**config.mk**
```make
export PLATFORM = sky130hd
export DESIGN_NAME = tdm_demux8_flat
export DESIGN_NICKNAME = d
export VERILOG_FILES = /design/src/rtl/tdm_demux_pkg.sv /design/src/rtl/tdm_demux8_if.sv /design/src/rtl/tdm_slot_counter.sv /design/src/rtl/tdm_demux8.sv /design/src/flat_wrapper.sv
export SDC_FILE = /design/constraint.sdc
export NUM_CORES = 1
export LEC_CHECK = 0
export CAP_MARGIN = 10
export CORE_MARGIN = 4
export CORE_UTILIZATION = 41
export DETAILED_ROUTE_END_ITERATION = 12
export GPL_TIMING_DRIVEN = 0
export PLACE_DENSITY_LB_ADDON = 0.15
export SLEW_MARGIN = 20
export SYNTH_ARGS = -nofsm -noshare
export SYNTH_HDL_FRONTEND = slang
export SYNTH_SLANG_ARGS = --single-unit
```
**constraint.sdc**
```tcl
create_clock -name clk -period 2 [get_ports clk]
set_input_delay 0.6 -clock clk [delete_from_list [all_inputs] [get_ports clk]]
set_output_delay 0.6 -clock clk [all_outputs]
set_load 0.005 [all_outputs]
```
**src/rtl/tdm_demux_pkg.sv**
```systemverilog
// ============================================================================
// tdm_demux_pkg : shared types and constants for the eight-slot TDM demux
// Revision      : 1.0
// ============================================================================
`default_nettype none

package tdm_demux_pkg;

  localparam int SLOTS = 8;

  typedef logic [2:0] slot_t;

  typedef enum logic [0:0] {
    HUNT   = 1'b0,
    LOCKED = 1'b1
  } state_t;

endpackage : tdm_demux_pkg

`default_nettype wire

```
**src/rtl/tdm_demux8_if.sv**
```systemverilog
// ============================================================================
// tdm_demux8_if : slot-beat input and recovered-frame output bundle
//                 (Chan_Enable present only with TDM_DEMUX_CHAN_MASK_EN)
// Revision      : 1.0
// ============================================================================
`default_nettype none

interface tdm_demux8_if
  import tdm_demux_pkg::*;
#(
  parameter int WIDTH = 1
);

  logic [WIDTH-1:0]       In_Data;
  logic                   In_Valid;
  logic                   Frame_Sync;
`ifdef TDM_DEMUX_CHAN_MASK_EN
  logic [SLOTS-1:0]       Chan_Enable;
`endif
  logic [SLOTS*WIDTH-1:0] Out_Data;
  logic                   Out_Valid;
  logic                   Locked;
  logic                   Sync_Error;

  modport master (
    output In_Data, In_Valid, Frame_Sync,
`ifdef TDM_DEMUX_CHAN_MASK_EN
    output Chan_Enable,
`endif
    input  Out_Data, Out_Valid, Locked, Sync_Error
  );

  modport slave (
    input  In_Data, In_Valid, Frame_Sync,
`ifdef TDM_DEMUX_CHAN_MASK_EN
    input  Chan_Enable,
`endif
    output Out_Data, Out_Valid, Locked, Sync_Error
  );

endinterface : tdm_demux8_if

`default_nettype wire

```
**src/rtl/tdm_slot_counter.sv**
```systemverilog
// ============================================================================
// tdm_slot_counter : wrapping 0..7 slot position with clear / load-to-one
// Revision         : 1.0
// ============================================================================
`default_nettype none

module tdm_slot_counter
  import tdm_demux_pkg::*;
(
  input  logic  clk,
  input  logic  rst_n,
  input  logic  clear,
  input  logic  load_one,
  input  logic  advance,
  output slot_t slot,
  output logic  last_slot
);

  // A sync beat is itself slot 0, so the next beat lands in slot 1.
  always_ff @(posedge clk or negedge rst_n) begin
    if (!rst_n) begin
      slot <= '0;
    end else if (clear) begin
      slot <= '0;
    end else if (load_one) begin
      slot <= slot_t'(1);
    end else if (advance) begin
      slot <= slot + slot_t'(1);
    end
  end

  assign last_slot = (slot == slot_t'(SLOTS - 1));

endmodule : tdm_slot_counter

`default_nettype wire

```
**src/rtl/tdm_demux8.sv**
```systemverilog
// ============================================================================
// tdm_demux8 : eight-slot TDM demultiplexer with sync hunting and flywheel
//              lock supervision; optional per-slot update mask via
//              TDM_DEMUX_CHAN_MASK_EN
// Revision   : 1.0
// ============================================================================
`default_nettype none

module tdm_demux8
  import tdm_demux_pkg::*;
#(
  parameter int WIDTH      = 1,
  parameter int MISS_LIMIT = 2
)(
  input  logic         clk,
  input  logic         rst_n,
  tdm_demux8_if.slave  bus
);

  localparam int MISS_W = $clog2(MISS_LIMIT + 1);
  typedef logic [MISS_W-1:0] miss_t;

  state_t                         state;
  miss_t                          miss;
  logic [SLOTS-2:0][WIDTH-1:0]    shadow;
  logic [SLOTS*WIDTH-1:0]         out_data;
  logic                           out_valid;
  logic                           sync_error;

  slot_t                          slot;
  logic                           last_slot;

  logic                           beat;
  logic                           sync;
  miss_t                          miss_inc;
  logic                           miss_hit;
  logic                           flywheel;
  logic                           drop;
  logic                           cnt_clear;
  logic                           cnt_load;
  logic                           cnt_adv;
  logic [SLOTS-1:0]               chan_en;
  logic [SLOTS*WIDTH-1:0]         slot_mask;
  logic [SLOTS*WIDTH-1:0]         new_frame;
  logic [SLOTS*WIDTH-1:0]         merged;

  always_comb begin
    beat      = bus.In_Valid;
    sync      = bus.Frame_Sync;
    miss_inc  = miss + miss_t'(1);
    miss_hit  = (miss_inc == miss_t'(MISS_LIMIT));
    flywheel  = beat && (state == LOCKED) && (slot == '0) && !sync;
    drop      = flywheel && miss_hit;
    cnt_clear = drop;
    cnt_load  = beat && sync;
    cnt_adv   = beat && (state == LOCKED) && !sync && !drop;
  end

`ifdef TDM_DEMUX_CHAN_MASK_EN
  assign chan_en = bus.Chan_Enable;
`else
  assign chan_en = {SLOTS{1'b1}};
`endif

  generate
    for (genvar k = 0; k < SLOTS; k++) begin : g_mask
      assign slot_mask[k*WIDTH +: WIDTH] = {WIDTH{chan_en[k]}};
    end
  endgenerate

  assign new_frame = {bus.In_Data, shadow};
  assign merged    = (out_data & ~slot_mask) | (new_frame & slot_mask);

  tdm_slot_counter u_slot_counter (
    .clk       (clk),
    .rst_n     (rst_n),
    .clear     (cnt_clear),
    .load_one  (cnt_load),
    .advance   (cnt_adv),
    .slot      (slot),
    .last_slot (last_slot)
  );

  always_ff @(posedge clk or negedge rst_n) begin
    if (!rst_n) begin
      state      <= HUNT;
      miss       <= '0;
      shadow     <= '0;
      out_data   <= '0;
      out_valid  <= 1'b0;
      sync_error <= 1'b0;
    end else begin
      out_valid  <= 1'b0;
      sync_error <= 1'b0;
      if (beat) begin
        case (state)
          HUNT: begin
            if (sync) begin
              shadow[0] <= bus.In_Data;
              miss      <= '0;
              state     <= LOCKED;
            end
          end
          LOCKED: begin
            if (sync) begin
              // Misaligned sync restarts the frame and abandons the partial one.
              shadow[0] <= bus.In_Data;
              if (slot == '0) begin
                miss <= '0;
              end else begin
                sync_error <= 1'b1;
              end
            end else if (slot == '0) begin
              if (miss_hit) begin
                state      <= HUNT;
                miss       <= '0;
                sync_error <= 1'b1;
              end else begin
                miss      <= miss_inc;
                shadow[0] <= bus.In_Data;
              end
            end else if (last_slot) begin
              out_data  <= merged;
              out_valid <= 1'b1;
            end else begin
              shadow[slot] <= bus.In_Data;
            end
          end
        endcase
      end
    end
  end

  assign bus.Out_Data   = out_data;
  assign bus.Out_Valid  = out_valid;
  assign bus.Locked     = (state == LOCKED);
  assign bus.Sync_Error = sync_error;

endmodule : tdm_demux8

`default_nettype wire
```
**src/flat_wrapper.sv**
```systemverilog
// flat-port wrapper written by rule: the top's interface ports become plain ports
module tdm_demux8_flat import tdm_demux_pkg::*;
#(
  parameter int WIDTH      = 1,
  parameter int MISS_LIMIT = 2
)
  (clk, rst_n, bus_In_Data, bus_In_Valid, bus_Frame_Sync, bus_Out_Data, bus_Out_Valid, bus_Locked, bus_Sync_Error);
  tdm_demux8_if #(.WIDTH(WIDTH)) bus_i ();
  input  logic clk;
  input  logic rst_n;
  input wire logic [$bits(bus_i.In_Data)-1:0] bus_In_Data;
  input wire logic [$bits(bus_i.In_Valid)-1:0] bus_In_Valid;
  input wire logic [$bits(bus_i.Frame_Sync)-1:0] bus_Frame_Sync;
  output wire logic [$bits(bus_i.Out_Data)-1:0] bus_Out_Data;
  output wire logic [$bits(bus_i.Out_Valid)-1:0] bus_Out_Valid;
  output wire logic [$bits(bus_i.Locked)-1:0] bus_Locked;
  output wire logic [$bits(bus_i.Sync_Error)-1:0] bus_Sync_Error;
  assign bus_i.In_Data = bus_In_Data;
  assign bus_i.In_Valid = bus_In_Valid;
  assign bus_i.Frame_Sync = bus_Frame_Sync;
  assign bus_Out_Data = bus_i.Out_Data;
  assign bus_Out_Valid = bus_i.Out_Valid;
  assign bus_Locked = bus_i.Locked;
  assign bus_Sync_Error = bus_i.Sync_Error;
  tdm_demux8 #(.WIDTH(WIDTH), .MISS_LIMIT(MISS_LIMIT)) u_core (.clk(clk), .rst_n(rst_n), .bus(bus_i));
endmodule
```
==> summary.md <==
| Metric | Value |
|---|---|
| Status | `finished clean` |
| Final layout net count | `114` |
| Global-route wire length before repair | `2950 um` |
| CTS H-Tree Depth | `1` |
| CTS clk-pin slew, worst paths | `110 ps` |
| Hold Vio Cnt, Final | `0` |
| Count of final setup violators | `0` |
| Vias | `704` |
| Final min period | `1910 ps` |
| Area share of the largest cell type after synthesis | `54.8%` |
| Worst Path Arrival | `1310 ps` |
| Hold-fix buffers, CTS | `0` |
| Async SR Flop Fraction | `100%` |
| Post-cts gate resize count | `2` |
| Fin cells | `135` |
| Setup Fix Bufs, Post-CTS | `0` |
| Placer Congestion | `0.758` |
| Library cells used by synthesis | `26` |
| Synth Area in Adders | `3.58%` |
| Post-synth EDFFs | `0` |
| Synth Area in Compound Gates | `7.99%` |
| Worst hold slack | `251 ps` |
| Drt wl/cell | `12.8 um` |
| Number of global-route vias before repair | `684` |
| Post-synthesis mux area share | `17.0%` |
| Port Buf Inserts | `14` |
| RR Startpoint | `u_core.u_slot_counter.slot[0]` |
| Die height | `58.6 um` |
| Crit-path max cell delay | `550 ps` |
| Row cnt | `18` |
| FF/Latch Area | `576 um^2` |
| FMAX | `523 MHz` |
| Root Driver | `clkbuf_4` |
| Post-Synth Simple-Gate Area | `13.5%` |
| Power per cell area | `1040 nW/um^2` |
| Fill cells | `231` |
| Longest Clk Path Bufs | `2` |
| Critical Path Fanout Max | `8` |
| IO Pins | `16` |
| ANT cells | `0` |
| Dpl hpwl | `1290 um` |
| Least-Margin Pin Slew | `490 ps` |
| XOR/XNOR Fraction of Synth Area | `0%` |
| Skew final | `3.59 ps` |
| Final period util | `95.6%` |
| Buffers & Inverters on Critical Path | `1` |
| Placed cell count | `132` |
| Yosys reg bits | `23` |
| P_leak | `0.598 nW` |
| CTS Sinks | `23` |
| Min-delay worst type | `primary input to asynchronous set/reset pin` |
| Pre-Repair DR Iteration Count | `4` |
| Die Area | `3430 um^2` |
| Final WL | `1730 um` |
| Most common cell in the netlist | `dfrtp_1` |
| Setup CP Type | `flip-flop to primary output` |
| Initial antenna violation count | `0` |
| TritonCTS clock tree | `yes` |
| Primary FF master, synth | `dfrtp_1` |
| RSZ-0062 raised after global routing | `no` |
| ANT nets after route | `0` |
| Reg-to-reg endpoint | `u_core.bus.Out_Data[0]` |
| Starting Density | `42.8%` |
| CP max stage cell | `clkdlybuf4s50_1` |
| Sequential element share of the synthesized area | `54.8%` |
| Syn_area_per_cell | `11.9 um^2` |
| Iter 0 DRT Violations | `7` |
| Multi-input logic area | `447 um^2` |
| CP top delay family | `buffers and inverters` |
| GRT Residual Overflow | `0` |
| Largest family of logic cells by synthesized area | `multiplexers` |
| Global Route Usage Sum | `11.2%` |
| Post-synth top cells | `dfrtp_1, mux2_2, nand2_1` |
| CP Launch Point | `u_core.bus.Locked` |
| Peak supply drop | `0.609 mV` |
| End point of the critical path | `bus_Locked` |
| Area growth, synth to finish | `19.0%` |
| Critical path endpoint category | `primary output` |
| Slew headroom | `67.3%` |
| Total CTS buffers | `3` |
| Post-synthesis cell count | `88` |
| Largest net degree at the start of global routing | `24` |
| Levels on crit path | `1` |
| Max-slew violations | `0` |
| Synth Cell Area | `1050 um^2` |
| FF-to-FF setup slack | `170 ps` |
| Ratio of cells with drive above 1 in the final layout | `24.8%` |
| Crit-path cells | `clkdlybuf4s50_1` |
| DR vias/cell | `5.21` |
| CP startpoint kind | `flip-flop` |
| Worst R2R Path Depth | `6` |
| Drc violations | `0` |
| Die Span X | `58.6 um` |
| Worst EP required | `1400 ps` |
| Max-Cap Viols | `0` |
| Top post-synthesis cells by area | `dfrtp_1, mux2_2, ha_1` |
| Post-synth top area cell | `dfrtp_1` |
| Core Area | `2450 um^2` |
| Worst skew pair latency | `290 ps` |
| Net Count, Synth | `96` |
| Yosys warns | `0` |
[kinds of logic after synthesis]
group	count (synthesis)
simple gates	25
compound gates	13
mux	16
buf+inv	8
fa+ha+maj	3
flops	23
[cell type report]
cell class / instances / share of cell area (%)
timing repair buffer: 14 / 10.7
multi-input combinational: 57 / 35.8
buffer: 2 / 0.802
clock buffer: 4 / 2.10
inverter: 5 / 1.50
sequential: 23 / 46.1
tap: 30 / 3.01
[cell usage in the layout (no fill, tap or decap), types with 2 or more instances in the layout]
cell type and n:
inv_1 5, nand2_1 6, mux2_2 15, nand3_1 2
clkdlybuf4s50_1 12, o21ai_0 3, nand4_1 2, clkbuf_4 3
dfrtp_1 23, nor2_1 4, a21oi_1 4, nand2b_1 2
clkbuf_2 2, nor3_1 2, a22o_1 2, ha_1 3
[through the flow]
| step | util, % | setup TNS [ps] | total power [W] | worst slack [ps] | area, um^2 |
|---|---|---|---|---|---|
| final | 50.9 | 0 | 0.00130 | 88.6 | 1250 |
| after global routing | 50.9 | 0 | 0.00141 | 8.76 | 1250 |
| after CTS | 51.1 | 0 | 0.00132 | 73.1 | 1250 |
| after detailed placement | 50.0 | -4230 | 0.00112 | -377 | 1230 |
| after global placement | 50.0 | -4070 | 0.00110 | -362 | 1230 |
| after floorplan | - | 0 | 0.000961 | 225 | 1050 |
[worst reg2reg max path, stage by stage, from the launching register on]
cell and delay (ps):
dfrtp_1 510, inv_1 110, ha_1 250, nand2b_1 80
clkbuf_2 180, nand3_2 250, mux2_2 350
[power by group]
group | switching (W) | total [W] | internal (W)
Clock | 0.000121 | 0.000199 | 0.0000775
Combinational | 0.000199 | 0.000421 | 0.000221
Sequential | 0.000106 | 0.000680 | 0.000574
[flip-flops by register name, summed over array words and instances, names as in the netlist]
register and count:
u_core.bus.Out_Data 8, u_core.bus.Out_Valid 1, u_core.merged 7, u_core.bus.Sync_Error 1, u_core.miss 2, u_core.bus.Locked 1, u_core.u_slot_counter.slot 3
[worst min path at each step]
stage                           startpoint  slack [ps]                     end
after floorplan                      rst_n         300       u_core.bus.Locked
final                                rst_n         250  u_core.bus.Out_Data[7]
after global routing                 rst_n         270  u_core.bus.Out_Data[7]
after detailed placement  u_core.merged[4]         490        u_core.merged[4]
after CTS                 u_core.merged[3]         520  u_core.bus.Out_Data[3]
after global placement    u_core.merged[6]         480        u_core.merged[6]
[routing by layer]
metal  global-route usage, %  part of all wire (%)
met1                    15.8                    51
met2                    16.4                    44
met3                    2.19                   4.5
met4                    5.83                  0.69
met5                       0                     0
Note: power is estimated with default switching activity, not from simulation.
==> RTL change 1, RTL diff (same settings) <==
Change the package constant `SLOTS` from 8 to 16.
--- a/src/rtl/tdm_demux_pkg.sv
+++ b/src/rtl/tdm_demux_pkg.sv
@@ -7,5 +7,5 @@
 package tdm_demux_pkg;
 
-  localparam int SLOTS = 8;
+  localparam int SLOTS = 16;
 
   typedef logic [2:0] slot_t;
Ports: changed (resized bus_Out_Data); port bits go from 16 to 24. No check against the original RTL was run, so the function may have changed too.
==> RTL change 1 against the original RTL <==
Via count rose by 13%; critical path depth unchanged; final area is 15% higher; clock power increased by 11%; hold slack gained 9.7 ps; sequential cell count up 2; worst setup slack better by 27 ps; die area up 9.8%; wire length is 18% higher; count of clock-buffer cells in the layout shrank 1; area after synthesis up 11%; total power is 9.3% higher; largest power group unchanged; highest routed layer unchanged.
==> RTL change 1: results (changes against the original RTL) <==
outcome:
  run_status: "complete, no violations"  # unchanged
logic_synthesis:
  syn_inst: 99  # was 88
  synthTopCellsByArea: "dfrtp_1 53%, mux2_2 16%, buf_4 4.5%, ha_1 3.2%, nand2_1 2.2%"  # was dfrtp_1 55%, mux2_2 16%, ha_1 3.6%, nand2_1 2.1%, a21oi_1 1.9%
  synthMuxAreaShare: 0.164  # was 0.170
  seq_area_frac_synth: 0.535  # was 0.548
sta:
  holdWs_ps: 260  # was 251 ps
  max_freq_mhz: 531  # was 523 MHz
  skew_ps: 3.92  # was 3.59 ps
worst_setup_path:
  reg2reg_depth: 5  # was 6
  reg2reg_to: "u_core.merged[1]"  # was u_core.bus.Out_Data[0]
  critPathArrivalTime_ps: 1280  # was 1310 ps
  cp_max_fo: 7  # was 8
cells_and_area:
  largest_register_ffs: 9  # was 8
  drive_gt1_frac: 0.315  # was 0.248
clock_tree:
  insertion_delay_ps: 310  # was 290 ps
  cts.clk_slew.worst_paths_ps: 130  # was 110 ps
detailed_routing:
  dr.pass1.iters: 5  # was 4
  drt-total-wl_mm: 2.05  # was 1.73 mm
grt:
  grt_pass1_vias: 772  # was 684
  grt_pass1_wl_mm: 3.36  # was 2.95 mm
  track_usage: 0.124  # was 0.112
  grt_max_degree: 26  # was 24
power:
  pg_seq_uw: 751  # was 680 uW
  powerComb_uw: 448  # was 421 uW
  switchingPower_uw: 425  # was 427 uW
  p_int_uw: 996  # was 873 uW
placed_design:
  place_congestion: 0.824  # was 0.758
  placement.io_buffers: 15  # was 14
  pre_cts_ws_ps: -472  # was -377 ps
-- RTL change 1: cells by family (layout without fill, tap and decap cells) --
family | after synthesis | count (layout)
simple gates | 26 | 26
flops | 25 | 25
mux | 17 | 17
buf+inv | 14 | 36
compound gates | 13 | 13
fa+ha+maj | 3 | 3
other cells | 1 | 7
-- RTL change 1: layout make-up --
cell class,count,area share
plain buffers,8,0.0391
well taps,31,0.0270
inverters,6,0.0157
clock buffers,3,0.0157
clock inverters,1,0.00348
repair buffers,18,0.116
multi-input cells,66,0.346
flip-flops and latches,25,0.437
-- RTL change 1: what timing repair did --
item,CTS,global route
gates resized for setup,2,4
setup endpoints to repair,16,7
buffers inserted,1,2
pin swaps,1,0
-- RTL change 1: per-layer routing --
layer / vias up / track usage / share of wire
met5: - / 0 / 0
met4: 0 / 0.0636 / 0.014
met3: 4 / 0.0252 / 0.043
met2: 14 / 0.208 / 0.49
met1: 392 / 0.149 / 0.45
li1: 385 / - / -
==> RTL change 2, RTL diff (same settings) <==
Without the edit above. Reset style: synchronous (`rst_n`), changed in 2 clocked blocks.
--- a/src/rtl/tdm_slot_counter.sv
+++ b/src/rtl/tdm_slot_counter.sv
@@ -18,5 +18,5 @@
 
   // A sync beat is itself slot 0, so the next beat lands in slot 1.
-  always_ff @(posedge clk or negedge rst_n) begin
+  always_ff @(posedge clk) begin
     if (!rst_n) begin
       slot <= '0;
--- a/src/rtl/tdm_demux8.sv
+++ b/src/rtl/tdm_demux8.sv
@@ -82,5 +82,5 @@
   );
 
-  always_ff @(posedge clk or negedge rst_n) begin
+  always_ff @(posedge clk) begin
     if (!rst_n) begin
       state      <= HUNT;
Behaviour: differs if rst_n is asserted again (counterexample within 4 cycles, from zero or initial values and one cycle with rst_n low); with rst_n held inactive, the same outputs for 10 cycles.
==> RTL change 2 against the original RTL <==
First-iteration DRC count increased by 29%; sequential cell count stayed put; worst setup slack better by 110 ps; critical path depth is the same; wire length increased by 16%; register-to-register slack improved by 70 ps; area after synthesis rose by 1.3%; final area up 0.80%; clock skew is 1.9 ps higher.
Power is not compared: it rests on default switching activity, and its combinational part moved more than twofold at a synthesized area within 25%.
==> RTL change 2: results (changes against the original RTL) <==
outcome:
  run_status: "complete, no violations"  # unchanged
logic_synthesis:
  synthTopCellsByArea: "dfxtp_1 43%, mux2i_1 14%, nor2_1 5.6%, a21oi_1 4.2%, nand2_1 4.2%"  # was dfrtp_1 55%, mux2_2 16%, ha_1 3.6%, nand2_1 2.1%, a21oi_1 1.9%
  synth_nets: 123  # was 96
  seq_area_frac_synth: 0.433  # was 0.548
  ys.flop_type: "dfxtp_1"  # was dfrtp_1
  synth.distinct_cells: 30  # was 26
  postSynth.asyncResetShare: 0  # was 1.00
  netlist_top_cells_count: "23 x dfxtp_1, 16 x nor2_1, 15 x mux2i_1"  # was 23 x dfrtp_1, 15 x mux2_2, 6 x nand2_1
cells_and_area:
  multi_input_gates: 80  # was 57
  sh_seq_area: 0.366  # was 0.461
  drive_gt1_frac: 0.106  # was 0.248
  fill_cells: 251  # was 231
  buffers: 20  # was 16
  buffer_area_frac: 0.144  # was 0.115
  finalNetCount: 141  # was 114
clock_tree:
  cts_resized: 0  # was 2
  insertion_delay_ps: 310  # was 290 ps
  cts.clk_slew.worst_paths_ps: 130  # was 110 ps
grt:
  grt_pass1_wl_mm: 3.49  # was 2.95 mm
  track_usage: 0.135  # was 0.112
  grt_pass1_vias: 809  # was 684
worst_setup_path:
  cp_max_fo: 3  # was 8
  slowest_delay_ps: 510  # was 550 ps
detailed_routing:
  drt_iter0_drc: 9  # was 7
  routedWlPerCell_um: 12.4  # was 12.8 um
placed_design:
  place_congestion: 0.783  # was 0.758
  placement.io_buffers: 13  # was 14
  hpwlAfterDp_mm: 1.50  # was 1.29 mm
sta:
  skew_ps: 5.50  # was 3.59 ps
==> RTL change 2: cell count changes in the layout (fill, tap and decap cells not counted), sizes merged, moves of 3 or more <==
| cell | change |
|---|---|
| dfrtp | -23 |
| dfxtp | +23 |
| mux2 | -15 |
| mux2i | +14 |
| nor2 | +12 |
| nand2 | +6 |
| a21oi | +5 |
| buf | +5 |
| nor4 | +3 |
==> RTL change 2: power groups by stage <==
stage / sequential [mW] / combinational (mW) / clock, mW
after floorplan: 0.478 / 0.0506 / 0
after global placement: 0.479 / 0.0693 / 0
after detailed placement: 0.479 / 0.0710 / 0
after CTS: 0.469 / 0.0711 / 0.227
after global routing: 0.470 / 0.0802 / 0.253
final: 0.469 / 0.0699 / 0.219
==> RTL change 2: cells by family (layout without fill, tap and decap cells) <==
logic type                 after synthesis  in the layout  share of synthesized area
AOI/OAI and AO/OA                       16             16                     0.0859
muxes                                   15             15                      0.141
DFF                                     23             23                      0.433
buffers and inverters                   12             29                     0.0659
adders and majority gates                3              3                     0.0353
and+or+nand+nor                         46             46                      0.239
==> RTL change 2: path summary, 6_finish.rpt <==
check | startpoint | to | slack [ps] | depth (start not counted)
worst max-delay path | u_core.bus.Locked | bus_Locked | 200 | 1
worst min-delay path | u_core.miss[1] | u_core.miss[1] | 460 | 2
worst max register to register | u_core.u_slot_counter.slot[0] | u_core.u_slot_counter.slot[0] | 240 | 6
worst min register to register | u_core.miss[1] | u_core.miss[1] | 460 | 2
==> RTL change 2: metrics by stage <==
stage | hold slack (ps) | power, mW | setup WS [ps] | instances | cell area [um2]
3_5_place_dp | 451 | 0.550 | -149 | 158 | 1230
2_1_floorplan | 425 | 0.529 | 409 | 115 | 1060
4_1_cts | 470 | 0.767 | 190 | 162 | 1260
6_report | 464 | 0.759 | 202 | 162 | 1260
3_3_place_gp | 436 | 0.548 | -136 | 158 | 1230
5_1_grt | 489 | 0.804 | 104 | 162 | 1260
==> RTL change 2: worst register-to-register path: cells and delay by family, from the launching register on <==
kind	cells	cell delay, ps
and+or+nand+nor	2	640
AOI/OAI and AO/OA	2	180
buffers and inverters	1	170
DFF	1	400
adders and majority gates	1	270
==> RTL change 2: metal layers <==
| layer | track usage | share of wire | routed length [um] | vias up |
|---|---|---|---|---|
| li1 | - | - | - | 434 |
| met1 | 0.161 | 0.48 | 954 | 373 |
| met2 | 0.221 | 0.46 | 916 | 17 |
| met3 | 0.0307 | 0.043 | 87 | 4 |
| met4 | 0.0777 | 0.022 | 45 | 0 |
| met5 | 0 | 0 | 0 | - |
